<file path="src/rtl/dmem_arbiter.sv">
// dmem_arbiter: two-port arbiter in front of a single-port data memory.
// Grants are combinational; the command of the winner is registered toward the
// memory, and read data returns two cycles after the grant on a shared rdata bus.
// Optional build macro DMEM_ARB_FIXED_PRIO_EN: port 0 always wins a tie.
// Without it, ties use ownership with a MAX_BURST limit and a last-grant pointer.
module dmem_arbiter #(
    parameter int ADDR_W    = 8,
    parameter int DATA_W    = 16,
    parameter int MAX_BURST = 4
) (
    input  logic              clk,
    input  logic              rst_n,
    input  logic              req0,
    input  logic              req1,
    input  logic              we0,
    input  logic              we1,
    input  logic [ADDR_W-1:0] addr0,
    input  logic [ADDR_W-1:0] addr1,
    input  logic [DATA_W-1:0] wdata0,
    input  logic [DATA_W-1:0] wdata1,
    output logic              gnt0,
    output logic              gnt1,
    output logic              rvalid0,
    output logic              rvalid1,
    output logic [DATA_W-1:0] rdata,
    output logic              mem_en,
    output logic [ADDR_W-1:0] mem_addr,
    output logic [DATA_W-1:0] mem_in,
    input  logic [DATA_W-1:0] mem_out
);

    localparam logic [1:0] ST_IDLE = 2'd0;
    localparam logic [1:0] ST_OWN0 = 2'd1;
    localparam logic [1:0] ST_OWN1 = 2'd2;

    localparam logic [3:0] BURST_LIM = 4'(MAX_BURST);
    localparam logic [3:0] CNT_SAT   = 4'hF;

    // Ownership / fairness state
    logic [1:0]        state_q, state_d;
    logic [3:0]        cnt_q, cnt_d;
    logic              last_q, last_d;   // 1 = port 1 was granted most recently

    // Memory-side command and read-return pipeline
    logic              mem_en_q;
    logic [ADDR_W-1:0] mem_addr_q;
    logic [DATA_W-1:0] mem_in_q;
    logic              rd_pend_q;        // a read command sits on mem_addr this cycle
    logic              rd_port_q;        // which port that read belongs to
    logic              rvalid0_q, rvalid1_q;
    logic [DATA_W-1:0] rdata_q;

    logic              win0, win1;

    // Pick this cycle's winner from the requests and the fairness state
    always_comb begin
        win0 = 1'b0;
        win1 = 1'b0;
        if (req0 && !req1) begin
            win0 = 1'b1;
        end else if (req1 && !req0) begin
            win1 = 1'b1;
        end else if (req0 && req1) begin
`ifdef DMEM_ARB_FIXED_PRIO_EN
            win0 = 1'b1;
`else
            case (state_q)
                ST_OWN0: begin
                    if (cnt_q < BURST_LIM) win0 = 1'b1;
                    else                   win1 = 1'b1;
                end
                ST_OWN1: begin
                    if (cnt_q < BURST_LIM) win1 = 1'b1;
                    else                   win0 = 1'b1;
                end
                default: begin
                    // Tie from idle: the port not served last time goes first
                    if (last_q) win0 = 1'b1;
                    else        win1 = 1'b1;
                end
            endcase
`endif
        end
    end

    // Grants are forced low while reset is asserted
    assign gnt0 = win0 & rst_n;
    assign gnt1 = win1 & rst_n;

    // Next ownership state, burst count and last-grant pointer
    always_comb begin
        state_d = ST_IDLE;
        cnt_d   = 4'd0;
        last_d  = last_q;
        if (win0) begin
            state_d = ST_OWN0;
            last_d  = 1'b0;
            if (state_q == ST_OWN0) cnt_d = (cnt_q == CNT_SAT) ? cnt_q : cnt_q + 4'd1;
            else                    cnt_d = 4'd1;
        end else if (win1) begin
            state_d = ST_OWN1;
            last_d  = 1'b1;
            if (state_q == ST_OWN1) cnt_d = (cnt_q == CNT_SAT) ? cnt_q : cnt_q + 4'd1;
            else                    cnt_d = 4'd1;
        end
    end

    // Ownership registers; pointer resets to port 1 so the first tie goes to port 0
    always_ff @(posedge clk or negedge rst_n) begin
        if (!rst_n) begin
            state_q <= ST_IDLE;
            cnt_q   <= 4'd0;
            last_q  <= 1'b1;
        end else begin
            state_q <= state_d;
            cnt_q   <= cnt_d;
            last_q  <= last_d;
        end
    end

    // Register the winning command toward the memory; write enable only for writes
    always_ff @(posedge clk or negedge rst_n) begin
        if (!rst_n) begin
            mem_en_q   <= 1'b0;
            mem_addr_q <= '0;
            mem_in_q   <= '0;
            rd_pend_q  <= 1'b0;
            rd_port_q  <= 1'b0;
        end else begin
            mem_en_q  <= (win0 & we0) | (win1 & we1);
            rd_pend_q <= (win0 & !we0) | (win1 & !we1);
            rd_port_q <= win1;
            if (win0) begin
                mem_addr_q <= addr0;
                mem_in_q   <= wdata0;
            end else if (win1) begin
                mem_addr_q <= addr1;
                mem_in_q   <= wdata1;
            end
        end
    end

    // Capture memory read data one cycle after the command and flag the owning port
    always_ff @(posedge clk or negedge rst_n) begin
        if (!rst_n) begin
            rvalid0_q <= 1'b0;
            rvalid1_q <= 1'b0;
            rdata_q   <= '0;
        end else begin
            rvalid0_q <= rd_pend_q & !rd_port_q;
            rvalid1_q <= rd_pend_q &  rd_port_q;
            if (rd_pend_q) rdata_q <= mem_out;
        end
    end

    assign mem_en   = mem_en_q;
    assign mem_addr = mem_addr_q;
    assign mem_in   = mem_in_q;
    assign rvalid0  = rvalid0_q;
    assign rvalid1  = rvalid1_q;
    assign rdata    = rdata_q;

endmodule

</file>
<file path="config.mk">
export PLATFORM = sky130hd
export DESIGN_NAME = dmem_arbiter
export DESIGN_NICKNAME = d
export VERILOG_FILES = /design/src/rtl/dmem_arbiter.sv
export SDC_FILE = /design/constraint.sdc
export NUM_CORES = 1
export LEC_CHECK = 0
export BUFFER_PORTS_ARGS = -buffer_cell sky130_fd_sc_hd__buf_2
export CAP_MARGIN = 20
export CORE_ASPECT_RATIO = 1.5
export CORE_MARGIN = 5
export CORE_UTILIZATION = 45
export CTS_CLUSTER_SIZE = 25
export DETAILED_ROUTE_END_ITERATION = 12
export HOLD_SLACK_MARGIN = 0.03
export PLACE_DENSITY = 0.78
export SLEW_MARGIN = 10
export SYNTH_ARGS = -nofsm -noshare
export SYNTH_HDL_FRONTEND = slang
export SYNTH_SLANG_ARGS = --single-unit
export TNS_END_PERCENT = 10
</file>
<file path="constraint.sdc">
create_clock -name clk -period 3.4 [get_ports clk]
set_clock_uncertainty 0.2 [all_clocks]
set_input_delay 0.34 -clock clk [delete_from_list [all_inputs] [get_ports clk]]
set_output_delay 0.34 -clock clk [all_outputs]
set_load 0.05 [all_outputs]
</file>
==> metrics list <==
- For this design, the slowest cell found on the critical path is sky130_fd_sc_hd__dfrtp_1.
* Total placed instance area: 2970 um2
- CTS Root Cell: sky130_fd_sc_hd__clkbuf_8
- Vias in the first global route: 2076
* Capturing element type of the critical path: output pin
- Of all cell types, the one taking the most synthesized area is sky130_fd_sc_hd__dfrtp_1.
- Data required, critical path: 2.86 ns
* Maximum buffer depth of the clock tree: 2
* Relative slew slack: 0.452
* Quantity of gates resized following cts: 0
* # hold bufs at CTS: 2
* Average detailed-routed wire length per instance: 14.0 um
* Final Worst Setup Slack: 0.584 ns
- Maximum number of pins on one net before global-route repair: 50
- I/O pins: 115
* Cells along the critical path: inv_1 -> ha_1 -> nor3b_1 -> o31ai_1 -> a21oi_1 -> and2_1 -> buf_2
- Summed over all layers, the routed wires come to 5420 um.
- In the routed design, unresolved DRC markers number 0.
* H-Tree Depth: 2
- The initial utilization of the core area, before any placement, comes to 0.462.
* Count of final max-slew check failures: 0
- Sequential Area: 1300 um2
- Area overhead of the layout relative to synthesis: 29.6%
- With fillers left out, the area of the finished cells amounts to 3090 um2.
* Area occupied by multi-input gates: 975 um2
- Number of antenna violations at the first check in global routing: 0
* Detail Placement HPWL: 4240 um
- Global-route wire length before repair: 9210 um
* Flip-flop and latch count after synthesis: 52
- Clock tree sinks: 52
- Of the post-synthesis cell area, the dominant cell type holds 0.535.
* Antenna viol nets, final: 0
- Largest cells by area after synthesis: sky130_fd_sc_hd__dfrtp_1 53%, sky130_fd_sc_hd__mux2i_1 10%, sky130_fd_sc_hd__mux2_2 7.6%
* Via-per-instance ratio: 4.93
- From left edge to right edge, the die measures 69.5 um.
* Reported leakage power: 1.59 nW
* Hold slack: 0.0677 ns
* Mean cell area of the mapped netlist: 11.7 um2
- Mapped cell area: 2390 um2
- Dividing the final minimum period by the clock period gives 0.828.
- Arrival time reported for the critical path endpoint: 2.28 ns
- The share of the Yosys chip area taken by registers is 0.546.
* Worst Setup Slack post-DPL: 0.920 ns
- Based on the critical path, the design can be clocked at up to 0.355 GHz.
* Power per Cell Area: 808 nW/um2
- The worst path in the final design needs a cycle of 2.82 ns, including I/O delays and setup.
* Remaining Overflow, GRT: 0
- Gate count of the mapped netlist: 204
- STA classifies the critical path startpoint as a flip-flop.
* Critical Path Fanout Max: 5
- Worst hold-check path type: in -> reg
* Final Hold Violating Endpoints: 0
* GP Congestion: 0.746
- CTS tree: done
- TritonCTS created 5 clock buffers.
* Maximum single-stage delay on the critical path: 0.39 ns
- Measured along the y axis, the die boundary spans 99.2 um.
- The repair_antennas step left the layout with diodes totalling 0.
- Setup repair after global routing left no endpoint under its margin.
* Final net count: 391
- Post-CTS timing repair inserted 0 buffers for setup.
* Area inside the core boundary: 5160 um2
- The later pin in the worst-skew pair is clocked with a latency of 0.30 ns.
- Fraction of final layout cells sized beyond drive strength 1: 0.456
- Result of the run: finished clean
- GRT Util Overall: 0.165
- Number of standard-cell rows in the floorplan: 32
- The tool flagged a number of max-cap violations equal to 0.
* Distinct cells, synth: 32
- In this run, the number of DRC markers left after iteration 0 of detailed routing was 65.
* Full die area: 6890 um2
* Clock slew at reported path FFs: 0.10 ns
- Commonest cells after routing, fill and taps aside: 114 x sky130_fd_sc_hd__buf_2, 51 x sky130_fd_sc_hd__dfrtp_1, 26 x sky130_fd_sc_hd__nand2_1
- The worst-case IR drop observed on VDD is 0.345 mV.
- Setup violations remaining at the end of the flow were counted as 0.
* Vias after detailed routing: 1904
- For the pin with the worst max-slew slack, the measured transition is 0.822 ns.
- Kind of critical path: reg -> out
* Drt pass-1 iters: 4
- Most common cell after layout, fill and taps aside: sky130_fd_sc_hd__buf_2
- In the final timing run, aggregate negative setup slack is 0 ns.
- Post-synthesis net count: 278
* Port Buf Inserts: 114
* Number of synthesis warnings: 0
* Fillers: 457
## cell usage after synthesis
library cell	number
sky130_fd_sc_hd__o221a_1	1
sky130_fd_sc_hd__inv_2	1
sky130_fd_sc_hd__nand3b_1	2
sky130_fd_sc_hd__a31oi_1	1
sky130_fd_sc_hd__a211oi_1	3
sky130_fd_sc_hd__inv_1	6
sky130_fd_sc_hd__o21a_1	3
sky130_fd_sc_hd__and2_1	3
sky130_fd_sc_hd__o21ai_0	22
sky130_fd_sc_hd__a21oi_1	3
sky130_fd_sc_hd__buf_6	5
sky130_fd_sc_hd__mux2_2	16
sky130_fd_sc_hd__dfrtp_1	51
sky130_fd_sc_hd__nand3_1	2
sky130_fd_sc_hd__a2111oi_1	1
sky130_fd_sc_hd__nor2b_1	2
sky130_fd_sc_hd__ha_1	4
sky130_fd_sc_hd__o21ai_1	2
sky130_fd_sc_hd__a22o_1	1
sky130_fd_sc_hd__mux2i_1	25
sky130_fd_sc_hd__and4_1	1
sky130_fd_sc_hd__a31o_2	2
sky130_fd_sc_hd__nand2b_1	2
sky130_fd_sc_hd__clkbuf_1	7
sky130_fd_sc_hd__nor2_1	5
sky130_fd_sc_hd__nor3b_1	2
sky130_fd_sc_hd__dfstp_2	1
sky130_fd_sc_hd__o2bb2ai_1	1
sky130_fd_sc_hd__xnor2_1	1
sky130_fd_sc_hd__nand2_1	26
sky130_fd_sc_hd__o31ai_1	1
sky130_fd_sc_hd__o311ai_4	1
## final timing paths
check | startpoint | to | slack, ns | depth (start not counted)
min in group asynchronous | rst_n | mem_in[8] | 0.31 | 2
hold reg to reg | rd_port_q | rvalid0 | 0.22 | 1
setup reg to reg | state_q[0] | mem_addr[5] | 1.01 | 7
setup / recovery | state_q[0] | gnt1 | 0.58 | 7
max in group asynchronous | rst_n | cnt_q[2] | 1.90 | 3
hold / removal | mem_out[11] | rdata[11] | 0.07 | 2
## cells by family (layout without fill, tap and decap cells)
group / Yosys count / count (layout) / share of synthesized area
DFF: 52 / 52 / 0.546
and+or+nand+nor: 45 / 45 / 0.0876
AOI/OAI and AO/OA: 42 / 42 / 0.116
muxes: 41 / 41 / 0.180
buffers and inverters: 19 / 133 / 0.0456
adders and majority gates: 4 / 4 / 0.0210
xor gates and xnor gates: 1 / 1 / 0.00367
## critical path, delay by kind of cell, from the launching register on
| family | cells | cell delay (ns) |
|---|---|---|
| AOI/OAI and AO/OA | 2 | 0.53 |
| and+or+nand+nor | 2 | 0.48 |
| DFF | 1 | 0.39 |
| buffers and inverters | 2 | 0.34 |
| adders and majority gates | 1 | 0.22 |
## sequential cells by signal, summed over array words and instances, names as in the netlist
signal and flops:
rd_port_q 1, rvalid1 1, rd_pend_q 1, rvalid0 1, rdata 16, last_q 1, mem_in 16, cnt_q 4
mem_en 1, mem_addr 8, state_q 2
## final cells by class
cell class,instances,area share
Multi-Input combinational cell,133,0.315
Timing Repair Buffer,118,0.196
Clock inverter,2,0.00486
Sequential cell,52,0.421
Clock buffer,6,0.0267
Inverter,7,0.00850
Tap cell,68,0.0275
## layer usage
| layer | track usage | vias up | part of all wire |
|---|---|---|---|
| li1 | - | 933 | - |
| met1 | 0.178 | 876 | 0.40 |
| met2 | 0.296 | 87 | 0.50 |
| met3 | 0.0536 | 8 | 0.087 |
| met4 | 0.0632 | 0 | 0.018 |
| met5 | 0 | - | 0 |
## per-stage QoR
stage,std cells,util,power (W)
floorplan,204,-,0.00187
global placement,376,0.576,0.00213
detailed placement,376,0.576,0.00216
CTS,386,0.599,0.00254
global route,386,0.599,0.00265
finish,386,0.599,0.00250
## power by group
group | switching (W) | internal, W | total (W)
Combinational | 0.000874 | 0.000347 | 0.00122
Sequential | 0.000110 | 0.000803 | 0.000913
Clock | 0.000199 | 0.000165 | 0.000364
Total | 0.00118 | 0.00131 | 0.00250
Note: power is estimated with default switching activity, not from simulation.
